[src/rtl/delay_trigger_ctrl.sv]
// delay_trigger_ctrl
// Upstream control stage for the delay timer. The raw trigger is synchronised
// and debounced. Its rising edge launches the timer once the controller is
// armed. The controller then tracks the timer's done level, optionally
// re-launches the timer for a programmed number of runs, and reports
// completion and a run count.
//
// Optional build macro: DELAY_TRIG_CLR_TIMEOUT_EN
//   defined   : WAIT_CLR is supervised by a cycle counter. If timer_done
//               stays high for CLR_TIMEOUT cycles, err is set (sticky until
//               reset or the next arm) and the controller drops to IDLE.
//   undefined : err is tied low and WAIT_CLR waits indefinitely.
module delay_trigger_ctrl #(
    parameter int DEB_CYCLES  = 16,
    parameter int CNT_W       = 8,
    parameter int CLR_TIMEOUT = 4
) (
    input  logic             clk,
    input  logic             rst_n,
    input  logic             trig_in,
    input  logic             arm,
    input  logic             abort,
    input  logic             repeat_en,
    input  logic [CNT_W-1:0] repeat_target,
    input  logic             timer_done,
    output logic             start,
    output logic             busy,
    output logic             complete,
    output logic [CNT_W-1:0] run_count,
    output logic             err
);

    // Debounce counter only needs to reach DEB_CYCLES-1.
    localparam int DEB_W = (DEB_CYCLES > 2) ? $clog2(DEB_CYCLES) : 1;
    localparam logic [DEB_W-1:0] DEB_LAST = DEB_W'(DEB_CYCLES - 1);

    // Reject parameter sets the debounce and watchdog cannot honour.
    if (DEB_CYCLES < 2 || CLR_TIMEOUT < 1) begin : g_param_check
        $error("delay_trigger_ctrl: DEB_CYCLES must be >= 2 and CLR_TIMEOUT >= 1");
    end

    typedef enum logic [2:0] {
        ST_IDLE     = 3'd0,
        ST_ARMED    = 3'd1,
        ST_LAUNCH   = 3'd2,
        ST_WAIT_CLR = 3'd3,
        ST_RUN      = 3'd4,
        ST_FINISH   = 3'd5
    } state_e;

    // Saturating increment: the run counter never wraps.
    function automatic logic [CNT_W-1:0] sat_inc(input logic [CNT_W-1:0] v);
        logic [CNT_W-1:0] r;
        if (&v) begin
            r = v;
        end else begin
            r = v + CNT_W'(1);
        end
        return r;
    endfunction

    // ------------------------------------------------------------------
    // Trigger path
    // ------------------------------------------------------------------
    logic             sync1_q;
    logic             sync2_q;
    logic             deb_lvl_q;
    logic             deb_lvl_d;
    logic             deb_prev_q;
    logic [DEB_W-1:0] deb_cnt_q;
    logic [DEB_W-1:0] deb_cnt_d;
    logic             trig_evt_s;

    // Two-flop synchroniser for the asynchronous trigger input.
    always_ff @(posedge clk or negedge rst_n) begin
        if (!rst_n) begin
            sync1_q <= 1'b0;
            sync2_q <= 1'b0;
        end else begin
            sync1_q <= trig_in;
            sync2_q <= sync1_q;
        end
    end

    // Debounce: count consecutive samples that disagree with the accepted level.
    always_comb begin
        deb_cnt_d = deb_cnt_q;
        deb_lvl_d = deb_lvl_q;
        if (sync2_q == deb_lvl_q) begin
            deb_cnt_d = {DEB_W{1'b0}};
        end else if (deb_cnt_q == DEB_LAST) begin
            deb_lvl_d = sync2_q;
            deb_cnt_d = {DEB_W{1'b0}};
        end else begin
            deb_cnt_d = deb_cnt_q + DEB_W'(1);
        end
    end

    // Debounce state and the previous level used for edge detection.
    always_ff @(posedge clk or negedge rst_n) begin
        if (!rst_n) begin
            deb_cnt_q  <= {DEB_W{1'b0}};
            deb_lvl_q  <= 1'b0;
            deb_prev_q <= 1'b0;
        end else begin
            deb_cnt_q  <= deb_cnt_d;
            deb_lvl_q  <= deb_lvl_d;
            deb_prev_q <= deb_lvl_q;
        end
    end

    assign trig_evt_s = deb_lvl_q & ~deb_prev_q;

    // ------------------------------------------------------------------
    // Sequencer
    // ------------------------------------------------------------------
    state_e           state_q;
    state_e           state_d;
    logic [CNT_W-1:0] tgt_q;
    logic [CNT_W-1:0] tgt_d;
    logic [CNT_W-1:0] run_cnt_q;
    logic [CNT_W-1:0] run_cnt_d;
    logic [CNT_W-1:0] run_inc_s;
    logic             start_q;
    logic             busy_q;
    logic             complete_q;

`ifdef DELAY_TRIG_CLR_TIMEOUT_EN
    localparam int CLR_W = (CLR_TIMEOUT > 1) ? $clog2(CLR_TIMEOUT) : 1;
    localparam logic [CLR_W-1:0] CLR_LAST = CLR_W'(CLR_TIMEOUT - 1);
    logic [CLR_W-1:0] clr_cnt_q;
    logic [CLR_W-1:0] clr_cnt_d;
    logic             err_q;
    logic             err_d;
`endif

    assign run_inc_s = sat_inc(run_cnt_q);

    // Next-state logic; abort overrides every state and freezes the run count.
    always_comb begin
        state_d   = state_q;
        tgt_d     = tgt_q;
        run_cnt_d = run_cnt_q;
`ifdef DELAY_TRIG_CLR_TIMEOUT_EN
        clr_cnt_d = clr_cnt_q;
        err_d     = err_q;
`endif
        if (abort) begin
            state_d = ST_IDLE;
        end else begin
            case (state_q)
                ST_IDLE: begin
                    if (arm) begin
                        state_d   = ST_ARMED;
                        run_cnt_d = {CNT_W{1'b0}};
`ifdef DELAY_TRIG_CLR_TIMEOUT_EN
                        err_d     = 1'b0;
`endif
                        // A zero target in repeat mode still means one run.
                        if (repeat_en && (repeat_target == {CNT_W{1'b0}})) begin
                            tgt_d = CNT_W'(1);
                        end else begin
                            tgt_d = repeat_target;
                        end
                    end else begin
                        state_d = ST_IDLE;
                    end
                end
                ST_ARMED: begin
                    if (trig_evt_s) begin
                        state_d = ST_LAUNCH;
                    end else begin
                        state_d = ST_ARMED;
                    end
                end
                ST_LAUNCH: begin
                    state_d = ST_WAIT_CLR;
`ifdef DELAY_TRIG_CLR_TIMEOUT_EN
                    clr_cnt_d = {CLR_W{1'b0}};
`endif
                end
                ST_WAIT_CLR: begin
                    // A done level left over from the previous run must clear first.
                    if (!timer_done) begin
                        state_d = ST_RUN;
`ifdef DELAY_TRIG_CLR_TIMEOUT_EN
                    end else if (clr_cnt_q == CLR_LAST) begin
                        state_d = ST_IDLE;
                        err_d   = 1'b1;
                    end else begin
                        clr_cnt_d = clr_cnt_q + CLR_W'(1);
`endif
                    end else begin
                        state_d = ST_WAIT_CLR;
                    end
                end
                ST_RUN: begin
                    if (timer_done) begin
                        run_cnt_d = run_inc_s;
                        if (repeat_en && (run_inc_s < tgt_q)) begin
                            state_d = ST_LAUNCH;
                        end else begin
                            state_d = ST_FINISH;
                        end
                    end else begin
                        state_d = ST_RUN;
                    end
                end
                ST_FINISH: begin
                    state_d = ST_IDLE;
                end
                default: begin
                    state_d = ST_IDLE;
                end
            endcase
        end
    end

    // State, target and run-count registers.
    always_ff @(posedge clk or negedge rst_n) begin
        if (!rst_n) begin
            state_q   <= ST_IDLE;
            tgt_q     <= {CNT_W{1'b0}};
            run_cnt_q <= {CNT_W{1'b0}};
        end else begin
            state_q   <= state_d;
            tgt_q     <= tgt_d;
            run_cnt_q <= run_cnt_d;
        end
    end

    // Outputs are registered decodes of the state being entered.
    always_ff @(posedge clk or negedge rst_n) begin
        if (!rst_n) begin
            start_q    <= 1'b0;
            busy_q     <= 1'b0;
            complete_q <= 1'b0;
        end else begin
            start_q    <= (state_d == ST_LAUNCH);
            busy_q     <= (state_d != ST_IDLE);
            complete_q <= (state_d == ST_FINISH);
        end
    end

`ifdef DELAY_TRIG_CLR_TIMEOUT_EN
    // Clear-timeout watchdog counter and sticky error flag.
    always_ff @(posedge clk or negedge rst_n) begin
        if (!rst_n) begin
            clr_cnt_q <= {CLR_W{1'b0}};
            err_q     <= 1'b0;
        end else begin
            clr_cnt_q <= clr_cnt_d;
            err_q     <= err_d;
        end
    end

    assign err = err_q;
`else
    assign err = 1'b0;
`endif

    assign start     = start_q;
    assign busy      = busy_q;
    assign complete  = complete_q;
    assign run_count = run_cnt_q;

endmodule

[config.mk]
export PLATFORM = sky130hd
export DESIGN_NAME = delay_trigger_ctrl
export DESIGN_NICKNAME = d
export VERILOG_FILES = /design/src/rtl/delay_trigger_ctrl.sv
export SDC_FILE = /design/constraint.sdc
export NUM_CORES = 1
export LEC_CHECK = 0
export CORE_MARGIN = 3
export CORE_UTILIZATION = 50
export DETAILED_ROUTE_END_ITERATION = 10
export GPL_TIMING_DRIVEN = 0
export PLACE_DENSITY = 0.76
export SLEW_MARGIN = 25
export SYNTH_ARGS = -nofsm -noshare
export SYNTH_HDL_FRONTEND = slang
export SYNTH_SLANG_ARGS = --single-unit
export TNS_END_PERCENT = 100
[constraint.sdc]
create_clock -name clk -period 3.9 [get_ports clk]
set_input_delay 0.39 -clock clk [delete_from_list [all_inputs] [get_ports clk]]
set_output_delay 0.39 -clock clk [all_outputs]
set_load 0.01 [all_outputs]
==> impl_metrics.ini <==
[critical_path]
crit_required_ps = 4120
worstSetupPathType = flip-flop to flip-flop
crit_buf_inv = 1
arrival_ps = 3600
end_kind = flip-flop
cp_cell_sequence = ha_1 > nand3_1 > or2_2 > clkbuf_1 > mux2_2 > ha_1 > nand4b_1 > a31oi_1 > or4b_1 > o31ai_2 > nand3_1
worst_setup_path_start_kind = flip-flop
slowest_delay_ps = 610
critPathSlowestCell = or4b_1
cp_top_family = simple AND/OR/NAND/NOR gates
crit_fanout = 7

[sta]
worstMarginPinSlew_ps = 649
rsz0062_at_grt = false
finalClockSkew_ps = 13.0
fin_tns_setup_ps = 0
period_share_pct = 86.6
maxSlewViolCount = 0
finalCriticalPeriod_ps = 3380
finalWorstSetupSlack_ps = 521
slew-limit-headroom_pct = 56.7
setup_violations = 0
holdWs_ps = 63.6
hold_viol = 0
fmax_mhz = 296

[synthesis]
ys_dominant_reg_cell = dfrtp_1
synth-edff-count = 0
synthesis.area_um2 = 1630
synth_warnings = 0
ys_types = 41
ys_ff_latch = 30
synthArstFlopShare_pct = 100
ys_seq_area_share_pct = 46.1
syn_nets = 185
syn_area_per_cell_um2 = 10.1
synthCells = 161

[clocking]
clk_path_buf_depth = 2
numClockSinks = 30
clk_pin_slew_ps = 100
ctsHtreeMaxLevel = 2
cts_root_buffer = clkbuf_4
cts_setup_buffers = 0
insertion_delay_ps = 340
postCtsHoldBufs = 0
ctsResizeCount = 0
cts_made_buffers = 5
cts_tree = built

[grt]
grt_max_degree = 31
grtUsageTotal_pct = 18.2
grt_pass1_wl_um = 5710
grt_pass1_vias = 1332
grt_remaining_overflow = 0
antenna_found_initial = 0

[placement]
routabilityCongestion = 0.845
dpl_worst_slack_ps = 549
hpwl_um = 2500
io_buffers = 25

[drt]
drtAntennaViolNets = 0
drc = 0
first_pass_iters = 4
num_vias = 1291
drt_iter0_drc = 43
drt_wl_total_um = 3240
vias_per_cell = 5.42
avgRoutedWirePerCell_um = 13.6

[job]
cap_violations = 0

[finish]
drive_gt1_share_pct = 14.4
final_cell_mix = 30 x dfrtp_1, 24 x clkdlybuf4s50_1, 13 x nor2_1
n_fill_cell = 271
syn2layout_area_growth_pct = 22.1
layout_commonest_cell = dfrtp_1
diodes = 0
nets = 217

[power_and_ir_drop]
vdd_drop_max_mv = 0.200
p_leak_nw = 0.928
powerDensity_nw_per_um2 = 316

[floorplanning]
die_area_um2 = 3980
core_um2 = 3080
rows = 20
die_x_um = 63.1
start_util_pct = 52.9
num_io_pins = 27
die_h_um = 63.1

[worst_hold_path]
hold_class = input pin to async pin

[outcome]
status = finished clean
## layout make-up
class,count,area [um^2],share of cell area (%)
Buffer,3,15.0,0.755
Clock buffer,7,55.1,2.77
Clock inverter,1,5.00,0.252
Inverter,10,37.5,1.89
Multi-Input combinational cell,118,826,41.5
Sequential cell,30,751,37.7
Tap cell,44,55.1,2.77
Timing Repair Buffer,25,245,12.3
## worst paths after layout
check | from | endpoint | slack (ps) | cells past startpoint
setup / recovery | run_count[0] | busy | 520 | 11
hold / removal | rst_n | state_q[1] | 60 | 1
setup reg to reg | run_count[0] | busy | 520 | 11
hold reg to reg | sync1_q | sync2_q | 360 | 0
max in group asynchronous | rst_n | run_count[2] | 3400 | 1
min in group clk | sync1_q | sync2_q | 360 | 0
## Yosys cell counts (3+ instances only)
cell,instances,share of area (%)
o21ai_0,7,2.2
and3_1,3,1.2
nand3_1,12,3.7
inv_1,10,2.3
dfrtp_1,30,46
a21oi_1,11,3.4
nor2_1,13,3.0
xnor2_1,4,2.2
nand2_1,12,2.8
mux2_2,10,6.9
nor3_1,3,0.92
ha_1,9,6.9
## metrics by stage
| step | total power [W] | cell area, um^2 | cells | util, % |
|---|---|---|---|---|
| finish | 0.000629 | 1990 | 238 | 64.6 |
| global route | 0.000664 | 1990 | 238 | 64.6 |
| CTS | 0.000636 | 1990 | 238 | 64.6 |
| detailed placement | 0.000442 | 1930 | 230 | 62.7 |
| global placement | 0.000436 | 1930 | 230 | 62.8 |
| floorplan | 0.000403 | 1630 | 161 | - |
## flip-flops by register name (all words and copies together) (netlist names)
signal / flops
state_q: 3
deb_lvl_q: 1
busy: 1
deb_prev_q: 1
start: 1
sync2_q: 1
deb_cnt_q: 4
run_count: 8
tgt_q: 8
complete: 1
sync1_q: 1
## per-layer routing
layer	part of all wire [%]	global-route usage, %	wire [um]
met1	44	20.8	1430
met3	5.7	6.06	184
met2	48	31.0	1570
met4	1.8	7.44	59
met5	0	0	0
## power by group
group,internal (W),switching [W],leakage (nW)
Combinational,0.0000454,0.0000442,0.500
Clock,0.0000872,0.000106,0.0353
Sequential,0.000333,0.0000129,0.393
Total,0.000465,0.000163,0.928
## worst reg2reg max path: cells and delay by family (launching register included)
family / cells / cell delay, ps
simple gates: 5 / 1390
fa+ha+maj: 2 / 570
flops: 1 / 460
compound gates: 2 / 360
mux: 1 / 310
buf+inv: 1 / 180
## cells by family (layout without fill, tap and decap cells)
| kind of cell | count (synthesis) | in the layout | share of synthesized area [%] |
|---|---|---|---|
| multiplexers | 10 | 10 | 6.91 |
| adder cells (fa/ha/maj) | 9 | 9 | 6.91 |
| AO/OA/AOI/OAI | 29 | 29 | 11.9 |
| flip-flops | 30 | 30 | 46.1 |
| other | 1 | 1 | 0.230 |
| XOR/XNOR | 6 | 6 | 3.23 |
| buffers and inverters | 13 | 46 | 3.23 |
| AND/OR/NAND/NOR | 63 | 63 | 21.5 |
Power figures use the tool's default switching activity.
